`config.mk`:
```
export PLATFORM = sky130hd
export DESIGN_NAME = serie_paralelo_rx
export DESIGN_NICKNAME = d
export VERILOG_FILES = /design/src/rtl/serie_paralelo_rx_pkg.sv /design/src/rtl/serie_paralelo_rx.sv
export SDC_FILE = /design/constraint.sdc
export NUM_CORES = 1
export LEC_CHECK = 0
export CAP_MARGIN = 20
export CORE_MARGIN = 4
export CORE_UTILIZATION = 45
export DETAILED_ROUTE_END_ITERATION = 12
export GPL_ROUTABILITY_DRIVEN = 0
export PLACE_DENSITY = 0.75
export SETUP_SLACK_MARGIN = 0.2
export SYNTH_ARGS = -nofsm -noshare
export SYNTH_HDL_FRONTEND = slang
export SYNTH_SLANG_ARGS = --single-unit
```
`constraint.sdc`:
```
create_clock -name clk_8f -period 4.4 [get_ports clk_8f]
set_input_delay 1.1 -clock clk_8f [delete_from_list [all_inputs] [get_ports clk_8f]]
set_output_delay 1.1 -clock clk_8f [all_outputs]
set_load 0.02 [all_outputs]
```
`src/rtl/serie_paralelo_rx_pkg.sv`:
```
// -----------------------------------------------------------------------------
// serie_paralelo_rx_pkg
// Shared PHY definitions used by both the serializer and the deserializer:
//   - IDLE_CHAR_DEFAULT : comma/idle byte sent whenever no payload is pending
//   - BC_NEEDED_DEFAULT : consecutive aligned idle bytes required to lock
//   - rx_state_e        : receiver alignment FSM encoding
// -----------------------------------------------------------------------------
package serie_paralelo_rx_pkg;

  localparam logic [7:0] IDLE_CHAR_DEFAULT = 8'hBC;
  localparam int         BC_NEEDED_DEFAULT = 4;

  typedef enum logic [1:0] {
    ST_SEARCH = 2'd0,  // bit-level hunt for the first idle byte
    ST_ALIGN  = 2'd1,  // byte framing assumed, counting aligned idle bytes
    ST_ACTIVE = 2'd2   // locked; decoding payload bytes
  } rx_state_e;

endpackage

```
`src/rtl/serie_paralelo_rx.sv`:
```
// -----------------------------------------------------------------------------
// serie_paralelo_rx
// Serial-to-parallel receiver with comma-based byte alignment. Bits arrive MSB
// first, one per clk_8f. The FSM hunts bit by bit for IDLE_CHAR, then requires
// BC_NEEDED consecutive aligned idle bytes before declaring lock. Once locked,
// every byte boundary pulses byte_strobe; non-idle bytes are also presented
// on data_out with a one-cycle valid_out. Lock is held until reset.
//
// Ports
//   clk_8f      in   bit clock, rising edge
//   reset       in   synchronous, active-low
//   data_in     in   serial bit stream, MSB of each byte first
//   data_out    out  [7:0] last received payload (non-idle) byte
//   valid_out   out  one-cycle pulse when data_out holds a new payload byte
//   byte_strobe out  one-cycle pulse on every byte boundary while locked
//   active      out  high while locked
// -----------------------------------------------------------------------------
module serie_paralelo_rx
  import serie_paralelo_rx_pkg::*;
#(
  parameter int         BC_NEEDED = BC_NEEDED_DEFAULT,
  parameter logic [7:0] IDLE_CHAR = IDLE_CHAR_DEFAULT
) (
  input  logic       clk_8f,
  input  logic       reset,
  input  logic       data_in,
  output logic [7:0] data_out,
  output logic       valid_out,
  output logic       byte_strobe,
  output logic       active
);

  localparam int BCW = $clog2(BC_NEEDED + 1);
  localparam logic [BCW-1:0] BC_FULL     = BCW'(BC_NEEDED);
  localparam logic [BCW:0]   BC_FULL_EXT = (BCW+1)'(BC_NEEDED);

  // Only the seven most recent bits need storing: the eighth bit of the
  // candidate byte is always the live data_in.
  logic [6:0]     sr_q, sr_d;
  rx_state_e      state_q, state_d;
  logic [2:0]     bit_cnt_q, bit_cnt_d;
  logic [BCW-1:0] bc_cnt_q, bc_cnt_d;
  logic [7:0]     data_q, data_d;
  logic           valid_q, valid_d;
  logic           strobe_q, strobe_d;
  logic           active_q, active_d;

  logic [7:0]     cand_s;
  logic           boundary_s;
  logic [BCW:0]   bc_inc_s;

  // Next-state, counter and output computation
  always_comb begin
    cand_s     = {sr_q, data_in};
    boundary_s = (bit_cnt_q == 3'd7);
    bc_inc_s   = {1'b0, bc_cnt_q} + (BCW+1)'(1);

    sr_d      = cand_s[6:0];
    state_d   = state_q;
    bit_cnt_d = bit_cnt_q + 3'd1;
    bc_cnt_d  = bc_cnt_q;
    data_d    = data_q;
    valid_d   = 1'b0;
    strobe_d  = 1'b0;

    case (state_q)
      ST_SEARCH: begin
        // Framing starts fresh on the cycle after the idle byte completes
        bit_cnt_d = 3'd0;
        if (cand_s == IDLE_CHAR) begin
          bc_cnt_d = BCW'(1);
          if (BC_FULL <= BCW'(1)) begin
            state_d = ST_ACTIVE;
          end else begin
            state_d = ST_ALIGN;
          end
        end else begin
          bc_cnt_d = '0;
          state_d  = ST_SEARCH;
        end
      end

      ST_ALIGN: begin
        if (boundary_s) begin
          if (cand_s == IDLE_CHAR) begin
            if (bc_inc_s >= BC_FULL_EXT) begin
              bc_cnt_d = BC_FULL;
              state_d  = ST_ACTIVE;
            end else begin
              bc_cnt_d = bc_inc_s[BCW-1:0];
              state_d  = ST_ALIGN;
            end
          end else begin
            // Any non-idle aligned byte voids all credit gathered so far
            bc_cnt_d = '0;
            state_d  = ST_SEARCH;
          end
        end else begin
          state_d = ST_ALIGN;
        end
      end

      ST_ACTIVE: begin
        if (boundary_s) begin
          strobe_d = 1'b1;
          if (cand_s != IDLE_CHAR) begin
            data_d  = cand_s;
            valid_d = 1'b1;
          end else begin
            data_d  = data_q;
            valid_d = 1'b0;
          end
        end else begin
          strobe_d = 1'b0;
        end
      end

      default: begin
        state_d   = ST_SEARCH;
        bc_cnt_d  = '0;
        bit_cnt_d = 3'd0;
      end
    endcase

    active_d = (state_d == ST_ACTIVE);
  end

  // State and output registers with synchronous active-low reset
  always_ff @(posedge clk_8f) begin
    if (!reset) begin
      sr_q      <= 7'd0;
      state_q   <= ST_SEARCH;
      bit_cnt_q <= 3'd0;
      bc_cnt_q  <= '0;
      data_q    <= 8'h00;
      valid_q   <= 1'b0;
      strobe_q  <= 1'b0;
      active_q  <= 1'b0;
    end else begin
      sr_q      <= sr_d;
      state_q   <= state_d;
      bit_cnt_q <= bit_cnt_d;
      bc_cnt_q  <= bc_cnt_d;
      data_q    <= data_d;
      valid_q   <= valid_d;
      strobe_q  <= strobe_d;
      active_q  <= active_d;
    end
  end

  assign data_out    = data_q;
  assign valid_out   = valid_q;
  assign byte_strobe = strobe_q;
  assign active      = active_q;

endmodule

```
Yosys cells after proc, flatten, opt, wreduce, memory -nomap -nowiden
Index checks and enable logic that the tools add are counted.
{"block": "totals", "mem_count": 0, "register_bits": 26, "in_bits": 3, "output_inout_bits": 11, "romBits": 0, "latchBits": 0, "ramBits": 0, "word_cells": 38}
{"block": "op_classes", "n_mux": 12, "div": 0, "n_eq_ne": 7, "n_reduce_logical": 7, "add_sub_neg": 2, "n_bitwise": 1, "shifts": 0, "mul": 0, "order_cmp": 1}
{"operator": "3-bit two-way mux", "count": 3}
{"operator": "3-bit case mux with 3 select lines", "count": 1}
{"operator": "8-bit == test, second input constant", "count": 1}
{"operator": "8-bit inequality test, second input constant", "count": 1}
{"operator": "2-bit two-way mux", "count": 3}
{"operator": "2-bit case mux with 3 select lines", "count": 1}
{"operator": "2-bit AND reduction", "count": 3}
{"operator": "3-bit AND reduction", "count": 2}
{"operator": "3-bit by 1-bit adder with 4-bit output, second input constant", "count": 1}
{"operator": "2-bit == test, second input constant", "count": 2}
{"operator": "4-bit by 3-bit >= comparator with 1-bit output, second input constant", "count": 1}
{"operator": "1-bit two-way mux", "count": 4}
{"operator": "3-bit by 1-bit adder with 3-bit output, second input constant", "count": 1}
{"operator": "3-bit == test, second input constant", "count": 1}
{"operator": "2-bit by 1-bit == test with 1-bit output, second input constant", "count": 1}
{"operator": "2-bit zero test", "count": 1}
{"operator": "2-bit inequality test, second input constant", "count": 1}
{"operator": "2-bit OR reduction", "count": 1}
{"operator": "1-bit inverter", "count": 1}

Logic depth before layout (Yosys ltp)
{"block": "logic_depth", "ltp_word": 7, "depth_mapped": 6, "ltp_nobuf": 6}

Worst setup path before layout
No wires, ideal clock.
{"block": "synth_timing", "path_kind": "input -> register", "startpoint": "input data_in", "endpoint": "register data_q[0] (netlist: data_out[0])", "path_stages": 5, "n_path_buf": 1, "arrival_ns": 2.003, "setup_slack_ns": 2.269, "path_cell_list": "or2_1 > o311a_1 > buf_6 > mux2i_1 > nor2_1"}
{"block": "synth_via", "elab_chain_cells": 2}
{"element": "start, declared", "line_no": "serie_paralelo_rx.sv:26", "text": "input logic data_in,"}
{"element": "8-bit inequality test", "line_no": "serie_paralelo_rx.sv:106", "text": "if (cand_s != IDLE_CHAR) begin"}
{"element": "3-bit AND reduction (no source line)"}
{"element": "end signal, assigned", "line_no": "serie_paralelo_rx.sv:144", "text": "data_q <= data_d;"}
{"element": "end, declared", "line_no": "serie_paralelo_rx.sv:43", "text": "logic [7:0] data_q, data_d;"}
Parallel ways exist; a longest one is shown, timed or not.
A chain may end at the register's enable or synchronous reset.

Final worst setup path
{"block": "layout_timing", "startpoint": "register data_q[3] (netlist: data_out[3])", "endpoint": "output data_out[3]"}
{"element": "end, declared", "line_no": "serie_paralelo_rx.sv:27", "text": "output logic [7:0] data_out,"}
No word-level cell between the ends.

==> flow_summary_export.csv <==
group,metric,value,unit
sta,slew_headroom,67.58,%
finish,final_layout_size_suffix_gt1_share,7.080,%
pwr,p_leak,0.0004818,uW
die,die_w,56.16,um
synthesis,ys_warn_count,0,
hold_path,hp-class,"register to register",
die,core,0.002212,mm2
pwr,p_clk_share,28.4,%
pwr,vdd_drop_max,0.0001856,V
die,ios,14,
sta,period_needed,2416,ps
global_route,grt_pass1_vias,726,
run_status,status,"finished, final reports clean",
global_route,overflow,0,
drt,ant_nets,0,
synthesis,ys_types,30,
drt,wire_per_inst,13.26,um
synthesis,yosysSeqAreaShare,49.88,%
synthesis,synth_nets,110,
clock_tree,clk_latency,320,ps
clock_tree,cts_root_buf,"clkbuf_4",
sta,max_freq,413.9,MHz
die,die_height,56.16,um
worst_setup_path,cp.required,3300,ps
sta,worst_slew_pin_slew,486.4,ps
drt,vias_per_cell,5.121,
worst_setup_path,end_kind,"primary output",
finish,antennaDiodeCount,0,
pwr,netSwitchingPower,71.12,uW
drt,vias,722,
clock_tree,path_clk_slew,130,ps
synthesis,syn-cell-area,0.001044,mm2
die,rows,17,
worst_setup_path,crit_chain,"clkdlybuf4s50_1",
pwr,p_sw_share,20.74,%
worst_setup_path,crit_arrival,1320,ps
sta,setup_tns,0,ps
global_route,grt_start_max_net_pins,16,
worst_setup_path,slowest_stage,"clkdlybuf4s50_1",
worst_setup_path,slowest_delay,620,ps
clock_tree,clk_path_buf_depth,2,
die,start_util,47.17,%
worst_setup_path,path_class,"register to primary output",
clock_tree,clock-sinks,26,
worst_setup_path,critical-path-top-delay-family,"buffers and inverters",
clock_tree,cts_max_level,1,
clock_tree,ctsResizeCount,0,
finish,area_growth_syn_to_layout,16.19,%
synthesis,avgSynthCellArea,10.44,um2
placement,io_buffers,13,
die,die_area,0.003153,mm2
sta,holdWs,427.9,ps
drt,routed_wl,1869,um
sta,finalMaxSlewViolations,0,
global_route,track_usage,13.46,%
synthesis,netlist_instances,100,
global_route,grt_pass1_wl,3367,um
worst_setup_path,r2r_setup_slack,2660,ps
clock_tree,postCtsSetupBuffers,0,
sta,finalSetupViolCount,0,
placement,hpwl,1343,um
sta,hold_viol,0,
synthesis,ys_seq_elements,26,
global_route,antenna_found_initial,0,
pwr,internal_power,271.7,uW
worst_setup_path,worstPathMaxFanout,2,
sta,rsz0062_at_grt,"no",
worst_setup_path,path_buf_inv,1,
pwr,power_density,282.8,mW/mm2
worst_setup_path,cp-start-kind,"register",
drt,route.detailed.drc,0,
pwr,p_seq_share,69.4,%
pwr,comb_power_share,2.2,%
clock_tree,cts_buffers,3,
flow_run,max_cap_viol_count,0,
sta,finalClockSkew,8.946,ps
clock_tree,cts_tree,"yes",
finish,finalNetCount,125,
drt,first_iter_violations,14,
sta,period_share,54.91,%
drt,drtPass1Iterations,4,
clock_tree,postCtsHoldBufs,0,
pwr,finalPower,342.9,uW
state kept, by name, indices dropped and copies added (netlist names):
register,cells
valid_out,1
bit_cnt_q,3
data_out,8
bc_cnt_q,3
state_q,2
sr_q,7
byte_strobe,1
active,1
cell usage after synthesis:
master    number  area [um2]
o311a_1        1       10.01
o21ai_0        2       10.01
nor3_1         1       5.000
a21oi_1        4       20.02
nand4_1        2       12.51
mux2i_1        8       80.08
a21o_1         2       15.01
nand4_2        1       12.51
and3_1         3       18.77
ha_1           7       87.58
nand2_1        4       15.01
nand4b_1       1       8.760
a21boi_0       1       7.510
a211o_1        1       8.760
o32ai_1        1       8.760
nor3_4         1       16.27
inv_1          4       15.01
a221oi_2       1       15.01
a31oi_1        1       6.260
nor2b_1        2       12.51
or2_1          1       6.260
buf_6          1       11.26
dfxtp_1       26       520.5
and2_2         1       7.510
nor3b_1        1       7.510
o21ba_2        1       10.01
and2_1         6       37.54
nor2_1        12       45.04
nand3_1        1       5.000
clkbuf_1       2       7.510
layer usage:
metal	wire [um]	vias up	share of wire [%]	global-route usage, %
met5	0	-	0	0
met4	40	0	2.1	6.102
met3	67	5	3.6	2.784
met2	884	13	47	21.20
met1	877	333	47	17.56
li1	-	371	-	-
power groups by stage:
stage	Combinational, uW	Clock [uW]	Sequential (uW)
floorplan	4.53	0	243
global placement	7.47	0	243
detailed placement	7.71	0	243
CTS	7.63	98.7	238
global route	8.37	111	238
finish	7.49	97.4	238
path summary, 6_finish.rpt:
check | cells past startpoint | from | end
worst min register to register | 1 | bit_cnt_q[0] | bit_cnt_q[0]
worst max register to register | 6 | state_q[1] | active
worst min-delay path | 1 | bit_cnt_q[0] | bit_cnt_q[0]
worst max-delay path | 1 | data_out[3] | data_out[3]
metrics by stage:
step	area (um2)	setup WS (ps)	utilization [%]	std cells
finish	1212	1984	54.81	141
CTS	1212	1985	54.81	141
global placement	1190	1713	53.79	138
floorplan	1044	2269	-	100
global route	1212	1910	54.81	141
detailed placement	1190	1654	53.79	138
placed cells by master, fill, tap and decap left out, drive strengths merged, types with 3 or more instances in the layout:
| cell type | Yosys | layout |
|---|---|---|
| dfxtp | 26 | 26 |
| clkdlybuf4s50 | 0 | 13 |
| nor2 | 12 | 12 |
| mux2i | 8 | 8 |
| ha | 7 | 7 |
| and2 | 7 | 7 |
| inv | 4 | 4 |
| nand2 | 4 | 4 |
| a21oi | 4 | 4 |
| and3 | 3 | 3 |
| clkbuf | 2 | 3 |
| nand4 | 3 | 3 |
cell families after synthesis:
family | count (synthesis) | synth area share (%)
muxes | 8 | 7.674
DFF | 26 | 49.88
AOI/OAI and AO/OA | 15 | 10.67
buffers and inverters | 7 | 3.237
adders and majority gates | 7 | 8.393
and+or+nand+nor | 37 | 20.14
final cells by class:
| class | count | area [um2] |
|---|---|---|
| timing repair buffer | 13 | 130.1 |
| fill | 213 | 999.7 |
| tap | 28 | 35.03 |
| multi-input combinational | 67 | 489.2 |
| inverter | 4 | 15.01 |
| sequential | 26 | 520.5 |
| clock buffer | 3 | 22.52 |
Note: power is estimated with default switching activity, not from simulation.
